--- src/rtl/max_pool_2x2_if.sv ---
// Pixel stream bundle between the ReLu stage, the 2x2 max-pool stage and the
// flatten stage: one signed pixel in per valid beat, one pooled pixel out per
// window.
interface max_pool_2x2_if #(
    parameter int w1 = 9
);
    logic signed [w1-1:0] din;
    logic                 din_valid;
    logic signed [w1-1:0] dout;
    logic                 dout_valid;
    logic                 frame_done;

    // Upstream/observer side: drives pixels, watches pooled results.
    modport master (
        output din,
        output din_valid,
        input  dout,
        input  dout_valid,
        input  frame_done
    );

    // Pooling stage side.
    modport slave (
        input  din,
        input  din_valid,
        output dout,
        output dout_valid,
        output frame_done
    );
endinterface

--- src/rtl/max_pool_2x2.sv ---
// Streaming 2x2 / stride-2 max pooling over a raster-order feature map.
// Even rows reduce each horizontal pixel pair into a half-width line buffer;
// odd rows reduce their pair and merge it with the stored pair from the row
// above, emitting one pooled pixel one cycle after the window's last beat.
module max_pool_2x2 #(
    parameter int w1    = 9,
    parameter int IMG_W = 26,
    parameter int IMG_H = 26
) (
    input  logic               clk,
    input  logic               rst_n,
    max_pool_2x2_if.slave      bus
);

    localparam int HALF = IMG_W / 2;
    localparam int CW   = (IMG_W > 1) ? $clog2(IMG_W) : 1;
    localparam int RW   = (IMG_H > 1) ? $clog2(IMG_H) : 1;
    localparam int BW   = (HALF > 1)  ? $clog2(HALF)  : 1;

    localparam logic [CW-1:0] COL_LAST = CW'(IMG_W - 1);
    localparam logic [RW-1:0] ROW_LAST = RW'(IMG_H - 1);

    function automatic logic signed [w1-1:0] smax(
        input logic signed [w1-1:0] a,
        input logic signed [w1-1:0] b
    );
        return (a > b) ? a : b;
    endfunction

    logic [CW-1:0]        col_q, col_d;
    logic [RW-1:0]        row_q, row_d;
    logic signed [w1-1:0] hold_q, hold_d;
    logic signed [w1-1:0] dout_q, dout_d;
    logic                 dout_valid_q, dout_valid_d;
    logic                 frame_done_q, frame_done_d;

    // Line buffer is written before it is read in every frame, so it carries
    // no reset.
    logic signed [w1-1:0] line_buf [HALF];
    logic [BW-1:0]        lb_idx;
    logic                 lb_we;
    logic signed [w1-1:0] pair_max;

    // Pair reduction, window merge and raster position tracking.
    always_comb begin
        col_d        = col_q;
        row_d        = row_q;
        hold_d       = hold_q;
        dout_d       = dout_q;
        dout_valid_d = 1'b0;
        frame_done_d = 1'b0;
        lb_we        = 1'b0;
        lb_idx       = BW'(col_q >> 1);
        pair_max     = smax(hold_q, bus.din);

        if (bus.din_valid) begin
            if (!col_q[0]) begin
                hold_d = bus.din;
            end else if (!row_q[0]) begin
                lb_we = 1'b1;
            end else begin
                dout_d       = smax(line_buf[lb_idx], pair_max);
                dout_valid_d = 1'b1;
                frame_done_d = (col_q == COL_LAST) && (row_q == ROW_LAST);
            end

            if (col_q == COL_LAST) begin
                col_d = '0;
                row_d = (row_q == ROW_LAST) ? '0 : row_q + 1'b1;
            end else begin
                col_d = col_q + 1'b1;
            end
        end
    end

    // Position counters, holding register and output registers.
    always_ff @(posedge clk or negedge rst_n) begin
        if (!rst_n) begin
            col_q        <= '0;
            row_q        <= '0;
            hold_q       <= '0;
            dout_q       <= '0;
            dout_valid_q <= 1'b0;
            frame_done_q <= 1'b0;
        end else begin
            col_q        <= col_d;
            row_q        <= row_d;
            hold_q       <= hold_d;
            dout_q       <= dout_d;
            dout_valid_q <= dout_valid_d;
            frame_done_q <= frame_done_d;
        end
    end

    // Store the even-row pair maximum for the matching odd-row pair.
    always_ff @(posedge clk) begin
        if (lb_we) begin
            line_buf[lb_idx] <= pair_max;
        end
    end

    assign bus.dout       = dout_q;
    assign bus.dout_valid = dout_valid_q;
    assign bus.frame_done = frame_done_q;

endmodule

--- src/flat_wrapper.sv ---
// flat-port wrapper written by rule: the top's interface ports become plain ports
module max_pool_2x2_flat 
#(
    parameter int w1    = 9,
    parameter int IMG_W = 26,
    parameter int IMG_H = 26
)
  (clk, rst_n, bus_din, bus_din_valid, bus_dout, bus_dout_valid, bus_frame_done);
  max_pool_2x2_if #(.w1(w1)) bus_i ();
  input  logic clk;
  input  logic rst_n;
  input wire logic [$bits(bus_i.din)-1:0] bus_din;
  input wire logic [$bits(bus_i.din_valid)-1:0] bus_din_valid;
  output wire logic [$bits(bus_i.dout)-1:0] bus_dout;
  output wire logic [$bits(bus_i.dout_valid)-1:0] bus_dout_valid;
  output wire logic [$bits(bus_i.frame_done)-1:0] bus_frame_done;
  assign bus_i.din = bus_din;
  assign bus_i.din_valid = bus_din_valid;
  assign bus_dout = bus_i.dout;
  assign bus_dout_valid = bus_i.dout_valid;
  assign bus_frame_done = bus_i.frame_done;
  max_pool_2x2 #(.w1(w1), .IMG_W(IMG_W), .IMG_H(IMG_H)) u_core (.clk(clk), .rst_n(rst_n), .bus(bus_i));
endmodule
--- config.mk ---
export PLATFORM = sky130hd
export DESIGN_NAME = max_pool_2x2_flat
export DESIGN_NICKNAME = d
export VERILOG_FILES = /design/src/rtl/max_pool_2x2_if.sv /design/src/rtl/max_pool_2x2.sv /design/src/flat_wrapper.sv
export SDC_FILE = /design/constraint.sdc
export NUM_CORES = 1
export LEC_CHECK = 0
export ABC_AREA = 0
export CORE_MARGIN = 5
export CORE_UTILIZATION = 61
export DETAILED_ROUTE_END_ITERATION = 8
export PLACE_DENSITY = 0.84
export SYNTH_ARGS = -nofsm -noshare
export SYNTH_HDL_FRONTEND = slang
export SYNTH_SLANG_ARGS = --single-unit
--- constraint.sdc ---
create_clock -name clk -period 5 [get_ports clk]
set_clock_uncertainty 0.05 [all_clocks]
set_input_delay 1 -clock clk [delete_from_list [all_inputs] [get_ports clk]]
set_output_delay 1 -clock clk [all_outputs]
set_load 0.02 [all_outputs]
# After elaboration in Yosys (flattened, before gate mapping)
# Memory sizes are Yosys's and may differ from the RTL's.
# Cells that the tools add are included.
[totals]
elab_cells = 33
ff_bits = 30
inputBits = 12
ram_bits = 117
output_inout_bits = 11
mem_count = 1
[classes]
bitwise = 1
n_mux = 15
n_reduce_logical = 4
n_eq_ne = 2
magnitude_cmp = 2
n_addsub = 2
[memory_table]
columns = ["name", "words", "width", "read_ports", "rd_ports_with_merged_regs", "wr", "line_no", "text"]
rows = [
  ["u_core.line_buf", 13, 9, 1, 0, 1, "max_pool_2x2.sv:39", "logic signed [w1-1:0] line_buf [HALF];"],
]
[op_table]
columns = ["operator", "count"]
rows = [
  ["greater-than comparator 9 bit", 2],
  ["2-to-1 mux 9 bit", 2],
  ["2-to-1 mux 1 bit", 11],
  ["adder 5 x 1 -> 5 bit, second input constant", 2],
  ["== test 5 bit, second input constant", 2],
  ["2-to-1 mux 5 bit", 2],
  ["AND reduction 2 bit", 2],
  ["AND reduction 3 bit", 1],
  ["logical AND 1 bit", 1],
  ["inverter 1 bit", 1],
]

# Longest topological paths before layout
[depth]
ltp_word = 5
mapped_depth = 19
ltp_nobuf = 15

# Least setup slack after synthesis
# No wires, ideal clock.
[synth_path]
kind = "in2reg"
start = "input bus_din[8]"
end = "register u_core.dout_q[1] (netlist: u_core.bus.dout[1])"
slack_ps = 642
required_time_ps = 4855
setup_ps = 95
n_path_buf = 4
path_stages = 17
arrival_time_ps = 4212
path_cell_list = "inv_1 > ha_1 > buf_4 > nand4_2 > or3_1 > o211a_2 > buf_6 > o21ai_1 > a21oi_1 > or2_1 > ha_1 > or4b_1 > o31a_1 > buf_2 > nand2b_4 > buf_6 > o31ai_1"
[synth_via]
elab_chain_cells = 4
[synth_lines]
columns = ["element", "line_no", "text"]
rows = [
  ["from (decl)", "flat_wrapper.sv:12", "input wire logic [$bits(bus_i.din)-1:0] bus_din;"],
  ["greater-than comparator 9 bit", "max_pool_2x2.sv:27", "return (a > b) ? a : b;"],
  ["2-to-1 mux 9 bit (*)", "max_pool_2x2.sv:27", ""],
  ["greater-than comparator 9 bit", "max_pool_2x2.sv:27", ""],
  ["2-to-1 mux 9 bit (*)", "max_pool_2x2.sv:27", ""],
  ["to (signal assigned)", "max_pool_2x2.sv:89", "dout_q <= dout_d;"],
  ["to (decl)", "max_pool_2x2.sv:33", "logic signed [w1-1:0] dout_q, dout_d;"],
]
# Mark *: on every way between the ends. The rest lies on a longest branch, timed or not.
# A chain may end at the register's enable or synchronous reset.

# Worst setup path after layout
[layout_path]
start = "input bus_din[6]"
end = "register u_core.dout_q[3] (netlist: u_core.bus.dout[3])"
# The elaborated chain is that of the path after synthesis.

==> impl_metrics.py <==
metrics = {
    "outcome": {
        "status": "finished clean",
    },
    "floorplan": {
        "core_um2": 10800,
        "die_h_um": 115,
        "fp.dieArea_um2": 13200,
        "num_rows": 38,
        "ios": 23,
        "die_w_um": 115,
        "initial_utilization_pct": 62.2,
    },
    "setup_path": {
        "end_kind": "flip-flop",
        "max_stage_delay_ns": 0.48,
        "required_ns": 5.37,
        "critPathArrivalTime_ns": 5.01,
        "crit_fanout": 16,
        "setup.worst_path.class": "input pin to flip-flop",
        "cp_slowest_cell": "clkdlybuf4s50_1",
        "crit_path_cell_trace": "clkdlybuf4s50_1, inv_1, ha_1, a211o_1, a21oi_1, o211a_2, buf_4, a211oi_2, or2_1, ha_1, nor2b_1, o21ai_0, a21oi_1, o31a_1, nand2b_4, o31ai_1",
        "startpoint_type": "input pin",
    },
    "timing": {
        "tightest_slew_ns": 1.04,
        "fin_ws_ns": 0.362,
        "whs_ns": 0.468,
        "report.final.setup_viol": 0,
        "fmax_mhz": 216,
        "setup_tns_ns": 0,
        "rsz0062_at_grt": "false",
        "slew_headroom_pct": 30.4,
        "post-route-min-period_ns": 4.64,
        "finalMaxSlewViolations": 0,
        "finalCritPeriodShare_pct": 92.8,
        "hold_viol": 0,
    },
    "clock_tree": {
        "cts_root_buf": "clkbuf_8",
        "htree_levels": 4,
        "cts_setup_buffers": 0,
        "clock-sinks": 147,
        "numCtsBuffers": 17,
        "cts_resized": 0,
        "cts.hold.buffers_added": 0,
        "clkLatencyLatePin_ns": 0.53,
        "cts_tree": "done",
        "max-clock-path-buffers": 2,
        "clk_pin_slew_worst_paths_ns": 0.06,
    },
    "global_route": {
        "grt_pass1_vias": 4072,
        "grt_overflow": 0,
        "grt_max_degree": 36,
        "antenna_found_initial": 0,
        "grt_usage_pct": 22.2,
        "grt_pass1_wl_um": 22000,
    },
    "run": {
        "maxCapViolations": 0,
    },
    "drt": {
        "wl_um": 13400,
        "drc": 0,
        "drt-pass1-iter-count": 5,
        "num_vias": 3926,
        "via_per_inst": 6.32,
        "ant_nets": 0,
        "dr.first_iter.drc_count": 540,
        "wl_per_cell_um": 21.6,
    },
    "yosys": {
        "synthArstFlopShare_pct": 20.4,
        "synth.distinct_cells": 50,
        "ys_seq_area_share_pct": 63.5,
        "syn_area_um2": 6710,
        "synthesis.instances": 439,
        "syn_area_per_cell_um2": 15.3,
        "synth-main-ff-cell": "edfxtp_1",
        "synth_nets": 473,
        "ys_warn_count": 0,
        "ys_ff_latch": 147,
        "synth_edf_count": 117,
    },
    "power_and_ir_drop": {
        "power.internal_mw": 3.10,
        "pwr-share-seq_pct": 39.6,
        "leakage_nw": 2.75,
        "power.density_nw_per_um2": 614,
        "switching_power_mw": 1.59,
        "peakVddDrop_mv": 0.442,
        "combPwrFrac_pct": 33.4,
        "clockPowerShare_pct": 27.0,
        "p_sw_share_pct": 33.9,
    },
    "layout": {
        "n_antenna_cell": 0,
        "layout_common_cells": "edfxtp_1, mux4_2, nand2_1",
        "n_fill_cell": 659,
        "nNetsFinal": 502,
        "final_area_um2": 7630,
        "final_common_cell": "edfxtp_1",
        "fin_cells": 621,
        "drive_above_1_share_pct": 18.7,
        "syn_to_final_growth_pct": 13.6,
    },
    "placed_design": {
        "dpl_cell_area_um2": 7030,
        "hpwl_um": 9030,
        "portBuffers": 22,
        "pre_cts_slack_ns": -0.0734,
        "dp.cells": 589,
        "gp_congestion": 0.921,
    },
    "worst_hold_path": {
        "hp-class": "flip-flop to flip-flop",
    },
}
## power groups by stage
stage	Combinational (mW)	Sequential, mW	Clock, mW
5_1_grt	1.71	1.88	1.34
3_3_place_gp	1.45	1.86	0
3_5_place_dp	1.53	1.88	0
2_1_floorplan	1.25	1.74	0
4_1_cts	1.55	1.85	1.29
6_report	1.56	1.85	1.27
## worst max-delay path: cells and delay by family
kind,cells,cell delay [ns]
adders and majority gates,2,0.65
buffers and inverters,3,0.79
and+or+nand+nor,3,0.61
AOI/OAI and AO/OA,8,1.94
## state kept, by name, summed over array words and instances (netlist names)
name / count
u_core.line_buf: 117
u_core.bus.dout: 9
u_core.hold_q: 9
u_core.col_q: 5
u_core.row_q: 5
u_core.bus.dout_valid: 1
u_core.bus.frame_done: 1
## through the flow
step / power, mW / utilization, %
2_1_floorplan: 3.00 / -
3_3_place_gp: 3.31 / 65.2
3_5_place_dp: 3.41 / 65.2
4_1_cts: 4.69 / 70.7
5_1_grt: 4.94 / 70.7
6_report: 4.68 / 70.7
## area by class of cell
class	instances	area [um^2]	area share, %
sequential	147	4270	55.9
clock inverter	15	178	2.33
inverter	17	63.8	0.837
multi-input combinational	251	2220	29.1
clock buffer	17	414	5.43
timing repair buffer	34	310	4.07
tap	140	175	2.30
## layer usage
metal,part of all wire (%),global-route usage (%)
met2,50,35.8
met1,41,30.5
met5,0,0
met4,1.6,7.36
met3,7.5,4.79
## cells in the mapped netlist, drive strengths merged, types with 8 or more instances
cell type / count / area share (%)
o31ai: 8 / 0.90
mux4: 36 / 12
nand2: 31 / 1.7
ha: 22 / 4.1
o21ai: 24 / 1.8
dfrtp: 30 / 11
clkbuf: 12 / 0.67
edfxtp: 117 / 52
buf: 12 / 1.8
a31oi: 8 / 0.75
inv: 17 / 0.95
nor2: 28 / 1.6
a21oi: 15 / 1.1
nor2b: 9 / 0.84
## path summary, 6_finish.rpt
kind,start,to,slack (ns),cells past startpoint
hold / removal,u_core.hold_q[8]$_DFFE_PN0P_,u_core.hold_q[8]$_DFFE_PN0P_,0.47,2
min in group asynchronous,rst_n,u_core.col_q[3]$_DFFE_PN0P_,0.82,2
setup reg to reg,u_core.col_q[1]$_DFFE_PN0P_,u_core.bus.dout[3]$_DFFE_PN0P_,0.91,7
hold reg to reg,u_core.hold_q[8]$_DFFE_PN0P_,u_core.hold_q[8]$_DFFE_PN0P_,0.47,2
max in group asynchronous,rst_n,u_core.col_q[1]$_DFFE_PN0P_,3.77,2
setup / recovery,bus_din[6],u_core.bus.dout[3]$_DFFE_PN0P_,0.36,16
## cell families (layout without fill, tap and decap cells)
| family | after synthesis | after routing | synth area share (%) |
|---|---|---|---|
| buf+inv | 41 | 83 | 3.37 |
| fa+ha+maj | 22 | 22 | 4.10 |
| compound gates | 79 | 79 | 7.92 |
| flops | 147 | 147 | 63.5 |
| mux | 40 | 40 | 12.8 |
| simple gates | 109 | 109 | 8.09 |
| xor+xnor | 1 | 1 | 0.131 |
(Power assumes the default switching activity.)
